[config.mk]
export PLATFORM = sky130hd
export DESIGN_NAME = uart_rx_byte
export DESIGN_NICKNAME = d
export VERILOG_FILES = /design/src/rtl/uart_rx_byte.sv
export SDC_FILE = /design/constraint.sdc
export NUM_CORES = 1
export LEC_CHECK = 0
export CORE_ASPECT_RATIO = 1.1
export CORE_MARGIN = 4
export CORE_UTILIZATION = 44
export CTS_CLUSTER_DIAMETER = 100
export DETAILED_ROUTE_END_ITERATION = 12
export GPL_TIMING_DRIVEN = 0
export RECOVER_POWER = 50
export SYNTH_ARGS = -nofsm -noshare
export SYNTH_HDL_FRONTEND = slang
export SYNTH_SLANG_ARGS = --single-unit
[constraint.sdc]
create_clock -name dev_clk -period 2.3 [get_ports dev_clk]
set_clock_uncertainty 0.1 [all_clocks]
set_input_delay 0.345 -clock dev_clk [delete_from_list [all_inputs] [get_ports dev_clk]]
set_output_delay 0.345 -clock dev_clk [all_outputs]
set_load 0.02 [all_outputs]
[src/rtl/uart_rx_byte.sv]
// 8N1 UART receiver with a one-byte holding register on a valid/ready stream.
// Flags stop-bit framing errors and overruns as single-cycle pulses.
module uart_rx_byte #(
  parameter int CLKS_PER_BIT = 16,
  parameter int DATA_BITS    = 8
) (
  input  logic                 dev_clk,
  input  logic                 rst_n,
  input  logic                 rx,
  output logic [DATA_BITS-1:0] m_data,
  output logic                 m_valid,
  input  logic                 m_ready,
  output logic                 frame_err,
  output logic                 overrun,
  output logic                 busy
);

  // state | meaning
  // IDLE  | line idle, waiting for a falling edge on rx_s
  // START | timing to the middle of the start bit, rejecting glitches
  // DATA  | sampling DATA_BITS bits at mid-bit, LSB first
  // STOP  | sampling the stop bit, then handing the byte off
  // BREAK | line held low after a framing error, waiting for idle
  typedef enum logic [2:0] {IDLE, START, DATA, STOP, BREAK} state_t;

  localparam int CW = $clog2(CLKS_PER_BIT);
  localparam int BW = $clog2(DATA_BITS + 1);
  localparam logic [CW-1:0] HALF_TC  = CW'(CLKS_PER_BIT / 2 - 1);
  localparam logic [CW-1:0] BIT_TC   = CW'(CLKS_PER_BIT - 1);
  localparam logic [BW-1:0] LAST_BIT = BW'(DATA_BITS - 1);

  state_t                state, state_nxt;
  logic [CW-1:0]         clk_cnt, clk_nxt;
  logic [BW-1:0]         bit_cnt, bit_nxt;
  logic [DATA_BITS-1:0]  shift_reg;
  logic                  rx_m, rx_s;
  logic                  shift_en, stop_good, stop_bad, hold_free;

  always_comb begin
    state_nxt = state;
    clk_nxt   = clk_cnt;
    bit_nxt   = bit_cnt;
    shift_en  = 1'b0;
    stop_good = 1'b0;
    stop_bad  = 1'b0;
    case (state)
      IDLE: begin
        if (!rx_s) begin
          state_nxt = START;
          clk_nxt   = '0;
        end
      end
      START: begin
        if (clk_cnt == HALF_TC) begin
          clk_nxt   = '0;
          bit_nxt   = '0;
          state_nxt = rx_s ? IDLE : DATA;
        end else begin
          clk_nxt = clk_cnt + CW'(1);
        end
      end
      DATA: begin
        if (clk_cnt == BIT_TC) begin
          clk_nxt  = '0;
          shift_en = 1'b1;
          if (bit_cnt == LAST_BIT) begin
            bit_nxt   = '0;
            state_nxt = STOP;
          end else begin
            bit_nxt = bit_cnt + BW'(1);
          end
        end else begin
          clk_nxt = clk_cnt + CW'(1);
        end
      end
      STOP: begin
        // Leaving at mid stop bit leaves half a bit to catch the next start edge.
        if (clk_cnt == BIT_TC) begin
          clk_nxt = '0;
          bit_nxt = '0;
          if (rx_s) begin
            stop_good = 1'b1;
            state_nxt = IDLE;
          end else begin
            stop_bad  = 1'b1;
            state_nxt = BREAK;
          end
        end else begin
          clk_nxt = clk_cnt + CW'(1);
        end
      end
      BREAK: begin
        if (rx_s) state_nxt = IDLE;
      end
      default: state_nxt = IDLE;
    endcase
  end

  // A transfer in the same cycle as a new byte frees the holding register.
  assign hold_free = !m_valid || m_ready;
  assign busy      = (state != IDLE);

  always_ff @(posedge dev_clk) begin
    if (!rst_n) begin
      rx_m      <= 1'b1;
      rx_s      <= 1'b1;
      state     <= IDLE;
      clk_cnt   <= '0;
      bit_cnt   <= '0;
      shift_reg <= '0;
      m_data    <= '0;
      m_valid   <= 1'b0;
      frame_err <= 1'b0;
      overrun   <= 1'b0;
    end else begin
      rx_m    <= rx;
      rx_s    <= rx_m;
      state   <= state_nxt;
      clk_cnt <= clk_nxt;
      bit_cnt <= bit_nxt;
      if (shift_en) shift_reg <= {rx_s, shift_reg[DATA_BITS-1:1]};
      if (stop_good && hold_free) begin
        m_data  <= shift_reg;
        m_valid <= 1'b1;
      end else if (m_valid && m_ready) begin
        m_valid <= 1'b0;
      end
      overrun   <= stop_good && !hold_free;
      frame_err <= stop_bad;
    end
  end

endmodule
Word-level counts from Yosys, hierarchy flattened
Index checks and enable logic that the tools add are counted.
{"block": "totals", "regBits": 32, "inputBits": 4, "output_inout_bits": 12, "wordCells": 67}
{"block": "op_classes", "add_sub_neg": 2, "n_eq_ne": 13, "n_mux": 26, "n_reduce_logical": 16}
{"op": "$mux W4", "count": 7}
{"op": "$pmux W4 S3", "count": 2}
{"op": "$mux W3", "count": 7}
{"op": "$pmux W3 S5", "count": 1}
{"op": "$ne A2 B2 Y1 const B", "count": 6}
{"op": "$reduce_bool A3 Y1", "count": 3}
{"op": "$add A4 B1 Y4 const B", "count": 2}
{"op": "$eq A4 B3 Y1 const B", "count": 2}
{"op": "$mux W1", "count": 8}
{"op": "$eq A3 B2 Y1 const B", "count": 2}
{"op": "$reduce_and A6 Y1", "count": 1}
{"op": "$eq A4 B4 Y1 const B", "count": 1}
{"op": "$reduce_and A4 Y1", "count": 1}
{"op": "$eq A3 B1 Y1 const B", "count": 1}
{"op": "$eq A3 B3 Y1 const B", "count": 1}
{"op": "$logic_and A1 B1 Y1", "count": 3}
{"op": "$logic_not A3 Y1", "count": 1}
{"op": "$reduce_and A3 Y1", "count": 1}
{"op": "$logic_not A1 Y1", "count": 2}
{"op": "$mux W2", "count": 1}
{"op": "$reduce_and A2 Y1", "count": 1}
{"op": "$reduce_bool A2 Y1", "count": 1}
{"op": "$reduce_or A2 Y1", "count": 1}
{"op": "$logic_or A1 B1 Y1", "count": 1}

Longest topological paths before layout
{"block": "logic_depth", "depth_word": 5, "mapped_depth": 5, "mapped_depth_nobuf": 5}

Worst setup path after synthesis
No wires, ideal clock.
{"block": "synth_path", "path_type": "register to register", "startpoint": "register clk_cnt[0]", "endpoint": "register m_data[0]", "setup_ns": 0.116, "t_arrival_ns": 1.535, "slack_ns": 0.549, "path_stages_with_launch": 6, "n_path_buf": 0, "synth_period_minus_slack_ns": 1.751, "cell_sequence": "dfxtp_1 > ha_1 > nand3b_4 > nor4_4 > mux2i_1 > nor2b_1"}
{"block": "synth_between", "elab_chain_cells": 4}
{"element": "start, declared", "line_no": "33", "source": "logic [CW-1:0] clk_cnt, clk_nxt;"}
{"element": "start signal, assigned", "line_no": "119", "source": "clk_cnt <= clk_nxt;"}
{"element": "$eq A4 B4 Y1", "line_no": "78", "source": "if (clk_cnt == BIT_TC) begin"}
{"element": "$mux W1", "line_no": "78"}
{"element": "$mux W1", "line_no": "46", "source": "case (state)"}
{"element": "$logic_and A1 B1 Y1", "line_no": "122", "source": "if (stop_good && hold_free) begin"}
{"element": "end signal, assigned", "line_no": "123", "source": "m_data <= shift_reg;"}
{"element": "end, declared", "line_no": "10", "source": "output logic [DATA_BITS-1:0] m_data,"}
Every way passes these cells.
A chain may end at the register's enable or synchronous reset.

Final worst setup path
{"block": "layout_path", "startpoint": "register state[0]", "endpoint": "output port busy"}
{"block": "layout_between", "elab_chain_cells": 1}
{"element": "start, declared", "line_no": "32", "source": "state_t state, state_nxt;"}
{"element": "start signal, assigned", "line_no": "118", "source": "state <= state_nxt;"}
{"element": "$reduce_bool A3 Y1", "line_no": "101", "source": "assign busy = (state != IDLE);"}
{"element": "end, declared", "line_no": "15", "source": "output logic busy"}
Every way passes these cells.

==> results by group <==
Route
  • Mean routed wirelength per cell: 12.5 um
  • Vias/cell: 5.19
  • DRC: 0
  • Antenna Nets Post-Route: 0
  • Via Count: 1058
  • DRT Wirelength: 2.55 mm
  • First-iteration detailed-routing DRC count: 32
  • 1st-pass router iterations: 4

Synth
  • Post-Synthesis Cells: 148
  • Yosys warnings: 0
  • Syn avg cell area: 10.0 um^2
  • Register area share after synthesis: 43.3%
  • Largest area contributor in the netlist: dfxtp_1
  • Netlist Area Pre-Place: 1480 um^2
  • Syn Nets: 154
  • Area contributors post-synth: dfxtp_1 (43%), mux2i_1 (13%), nor2b_1 (7.2%), nand2_1 (3.3%), nand2b_1 (3.0%)
  • FFs w/ async S/R, synth: 0%
  • Post-synth EDFFs: 0
  • Synth top area share: 43.3%
  • Main flop type after synthesis: dfxtp_1
  • #FFs+latches synth: 32
  • Netlist cell types: 44

Clocking
  • # hold bufs at CTS: 0
  • Clk pin slew, worst setup/hold paths: 0.10 ns
  • Clk sinks: 32
  • Clk buf depth: 2
  • CTS root buffer: clkbuf_4
  • H-tree depth: 2
  • Clk_lat worst skew: 0.32 ns
  • CTS tree: built
  • CTS Buf Count: 5

Setup path
  • Critical Path Source: state[0]
  • Critical R2R Launch: clk_cnt[0]
  • FF-to-FF path depth: 5
  • RR Endpoint: m_data[2]
  • CP startpoint kind: register
  • CP Data Required Time: 1.86 ns
  • Setup crit end: busy
  • Critical path arrival: 1.75 ns
  • Critical Path Fanout Max: 10
  • WS Path Type: register to primary output
  • Critical path capture point type: primary output
  • FF-to-FF setup slack: 0.34 ns

Final layout
  • Area Overhead vs Synth: 17.3%
  • Share of cells above drive strength 1: 11.2%
  • Nets@finish: 175
  • Antenna diodes: 0

STA
  • RSZ-0062 raised after global routing: no
  • Final setup TNS: 0 ns
  • Max-Slew Margin vs Limit: 51.8%
  • Tightest Pin Transition: 0.717 ns
  • Setup ws final: 0.108 ns
  • Final min period: 2.19 ns
  • Final hold vios: 0
  • Final Cycle Share: 95.3%
  • Max Fclk: 456 MHz
  • Final setup fails: 0
  • Fin. max-slew vios: 0

Power
  • Clock power frac: 34.0%
  • Pwr dens: 714 nW/um^2
  • Power share of the combinational group: 18.9%
  • Internal cell power: 0.000910 W
  • Peak supply drop: 0.000328 V
  • Sw power: 0.000331 W
  • Switch share: 26.7%
  • P_leak: 0.678 nW
  • Sequential power share: 47.1%
  • Design Power: 0.00124 W

Global route
  • Vias in the first global route: 983
  • Gr usage total: 12.9%
  • Largest net degree at the start of global routing: 11
  • First-pass GRT wire length: 4.31 mm
  • Global route total overflow: 0
  • Initial antenna violation count: 0

Die
  • Chip width: 63.3 um
  • Num rows: 21
  • Die area: 4360 um^2
  • Core area: 3130 um^2
  • IO Pins: 16
  • Die Ht: 68.8 um
  • Initial Util: 47.3%

Place
  • Post-DP HPWL: 1.87 mm
  • Port Buffer Count: 14
  • Pre-CTS setup slack: 0.0556 ns
  • GP Congestion: 0.730

Status
  • Status: complete, no violations

Job
  • Maxcap violations: 0

Min path
  • Hold Path Class: input port to register
## power by group through the flow
stage / sequential, W / combinational [W] / clock (W)
after floorplan: 0.000595 / 0.000189 / 0
after global placement: 0.000597 / 0.000235 / 0
after detailed placement: 0.000598 / 0.000238 / 0
after CTS: 0.000585 / 0.000239 / 0.000437
after global routing: 0.000588 / 0.000259 / 0.000465
final: 0.000584 / 0.000235 / 0.000422
## synth_stat cells (2+ instances only)
cell       n
dfxtp_1   32
mux2i_1   19
nor2b_1   17
nand2_1   13
nand2b_1   7
nor2_1     6
a21oi_1    4
nand3_1    4
a21boi_0   3
clkbuf_1   3
and2_1     2
ha_1       2
inv_1      2
nor3_1     2
o21a_1     2
xor2_1     2
## final cells by class
class                   count  area [um^2]
multi-input cells         106          769
fillers                   312         1390
plain buffers               8         60.1
inverters                   2         7.51
well taps                  34         42.5
clock buffers               6         41.3
repair buffers             14          140
flip-flops and latches     32          641
clock inverters             2         35.0
## layout by cell type (no fill, tap or decap), drive strengths merged, types with 3 or more instances in the layout
cell type / count
a21oi: 5
nor3: 3
dfxtp: 32
mux2i: 19
clkbuf: 10
clkdlybuf4s50: 4
nand2b: 7
dlygate4sd3: 10
nor2b: 17
a21boi: 3
nand3: 4
nor2: 6
nand2: 14
## what timing repair did
item                                    CTS  global route
endpoints found under the setup margin    0             1
setup buffers                             0             0
resized for setup                         0             2
## per-layer routing
| layer | GRT usage, % | wire length [um] | vias up |
|---|---|---|---|
| met3 | 3.40 | 63 | 5 |
| met1 | 14.7 | 1260 | 493 |
| li1 | - | - | 548 |
| met2 | 22.1 | 1180 | 12 |
| met5 | 0 | 0 | - |
| met4 | 7.28 | 42 | 0 |
## metrics by stage
stage	hold WS [ns]	util [%]	instances	instance area (um^2)
finish	0.218	55.5	204	1740
global route	0.243	55.5	204	1740
CTS	0.209	55.6	204	1740
detailed placement	0.298	53.2	196	1660
global placement	0.289	53.2	196	1660
floorplan	0.286	-	148	1480
## critical path, cell delays in order, from the launching register on
cell             delay [ns]
dfxtp_1                0.32
clkbuf_4               0.19
or3_1                  0.38
clkdlybuf4s50_1        0.54
## kinds of logic after synthesis
family | after synthesis | share of synthesized area, %
AOI/OAI and AO/OA | 20 | 9.64
xor gates and xnor gates | 2 | 1.18
adders and majority gates | 2 | 1.69
buffers and inverters | 10 | 4.48
DFF | 32 | 43.3
muxes | 20 | 13.6
and+or+nand+nor | 62 | 26.1
## worst min path at each step
stage | start | end | slack [ns] | depth (start not counted)
after floorplan | rx_m | rx_s | 0.29 | 1
after global placement | rx_m | rx_s | 0.29 | 1
after detailed placement | rx_m | rx_s | 0.30 | 1
after CTS | rst_n | rx_m | 0.21 | 2
after global routing | rst_n | rx_m | 0.24 | 2
final | rst_n | rx_m | 0.22 | 2
Note: power is estimated with default switching activity, not from simulation.
==> RTL edit (same flow settings) <==
The 5 states of `state_t` get a one-hot encoding in 5 bits.
--- a/src/rtl/uart_rx_byte.sv
+++ b/src/rtl/uart_rx_byte.sv
@@ -21,7 +21,7 @@
   // DATA  | sampling DATA_BITS bits at mid-bit, LSB first
   // STOP  | sampling the stop bit, then handing the byte off
   // BREAK | line held low after a framing error, waiting for idle
-  typedef enum logic [2:0] {IDLE, START, DATA, STOP, BREAK} state_t;
+  typedef enum logic [4:0] {IDLE = 5'b00001, START = 5'b00010, DATA = 5'b00100, STOP = 5'b01000, BREAK = 5'b10000} state_t;
 
   localparam int CW = $clog2(CLKS_PER_BIT);
   localparam int BW = $clog2(DATA_BITS + 1);
Function: same outputs for any inputs over 10 cycles, from zero or initial values and one cycle with rst_n low; not proved beyond that.
==> RTL edit against the original RTL <==
  * Sequential share of layout area fell by 2.8 points
  * Power rose by 11%
  * Worst setup slack improved by 9.7 ps
  * Sequential cell count rose by 2
  * Synthesized cell count rose by 32%
  * Clock power rose by 6.9%
  * Worst hold slack improved by 87 ps
  * Cell area rose by 15%
  * Register-to-register slack got worse by 160 ps
  * Routed wire length rose by 42%
  * Synthesized area rose by 13%
  * Count of clock-buffer cells in the layout rose by 1
  * Critical path type unchanged
  * Largest cell class unchanged
==> RTL edit: results (changes against the original RTL) <==
worst slew pin tran: 747 ps (was 717 ps)
first-iteration detailed-routing DRC count: 98 (was 32)
GP Congestion: 0.799 (was 0.730)
latest clock arrival within the worst-skew pair: 280 ps (was 320 ps)
number of fill cells in the layout: 374 (was 312)
max incr delay on CP: 320 ps (was 540 ps)
number of global-route vias before repair: 1387 (was 983)
Finished Layout Cells: 268 (was 204)
maximum vdd drop: 0.317 mV (was 0.328 mV)
share of cells above drive strength 1: 9.63% (was 11.2%)
Total GRT Usage: 16.8% (was 12.9%)
sequential cell area fraction in the yosys report: 40.8% (was 43.3%)
nets: 223 (was 175)
Worst path slowest cell: dlygate4sd2_1 (was clkdlybuf4s50_1)
placed cell count: 260 (was 196)
FF-to-FF Start: state[3]$_SDFFE_PN0P_ (was clk_cnt[0]$_SDFFE_PN0P_)
clock slew at reported path FFs: 70 ps (was 100 ps)
status: finished clean (unchanged)
Synth Instances: 195 (was 148)
Hold Crit Class: flip-flop to flip-flop (was input port to flip-flop)
FF-to-FF path depth: 6 (was 5)
Vias/cell: 5.31 (was 5.19)
first-pass GRT wire length: 6.31 mm (was 4.31 mm)
Min-Delay Path Depth: 1 (was 2)
Clock Tree Root: clkbuf_8 (was clkbuf_4)
I/O Buffers: 15 (was 14)
## RTL edit: cell count changes after synthesis, moves of 5 or more
cell,change
nand2_1,+16
clkbuf_1,+7
nor2b_1,-13
nor2_1,+8
nor3_1,+5
## RTL edit: logic make-up (layout without fill, tap and decap cells)
family          after synthesis  in the layout  synth area share [%]
simple gates                 89             89                  28.4
flops                        34             34                  40.8
compound gates               28             28                  11.4
buf+inv                      21             44                  5.40
mux                          19             19                  11.4
fa+ha+maj                     2              2                  1.50
xor+xnor                      2              2                  1.05
## RTL edit: area by class of cell
class / count / area (um2) / area share (%)
Sequential cell: 34 / 681 / 34.1
Clock inverter: 1 / 5.00 / 0.250
Inverter: 6 / 22.5 / 1.13
Clock buffer: 7 / 86.3 / 4.32
Multi-Input combinational cell: 140 / 920 / 46.0
Timing Repair Buffer: 15 / 149 / 7.45
Buffer: 15 / 72.6 / 3.63
Tap cell: 50 / 62.6 / 3.13
## RTL edit: repair_timing
item                       4_1_cts  5_1_grt
resized for setup                6        5
setup endpoints to repair        2        9
pin swaps                        0        0
## RTL edit: per-stage QoR
stage | setup WS, ps | power (mW)
after floorplan | 300 | 0.848
after global placement | -12.3 | 0.924
after detailed placement | -44.8 | 0.931
after CTS | 87.3 | 1.39
after global routing | 28.2 | 1.46
final | 118 | 1.38
## RTL edit: metal layers
metal  track usage, %  vias to the layer above  wire length (um)
met2             29.6                       21              1840
met4             5.42                        0                55
met5                0                        -                 0
met3             4.16                        7               111
met1             19.9                      665              1620
li1                 -                      730                 -
## RTL edit: power by group
group,total (mW),internal (mW),switching (mW),leakage [nW]
Clock,0.451,0.241,0.210,0.0482
Combinational,0.312,0.119,0.193,0.399
Sequential,0.619,0.607,0.0123,0.275
Total,1.38,0.967,0.415,0.722
## RTL edit: critical path, delay by kind of cell, from the launching register on
kind          cells  cell delay, ps
flops             1             300
buf+inv           4             740
simple gates      2             410
## RTL edit: worst max path at each step
stage,start,to,cells past startpoint
after floorplan,clk_cnt[0]$_SDFFE_PN0P_,state[0]$_SDFFE_PN1P_,5
after global placement,state[1]$_SDFFE_PN0P_,busy,6
after detailed placement,state[1]$_SDFFE_PN0P_,busy,6
after CTS,state[1]$_SDFFE_PN0P_,busy,6
after global routing,state[1]$_SDFFE_PN0P_,busy,6
final,state[1]$_SDFFE_PN0P_,busy,6
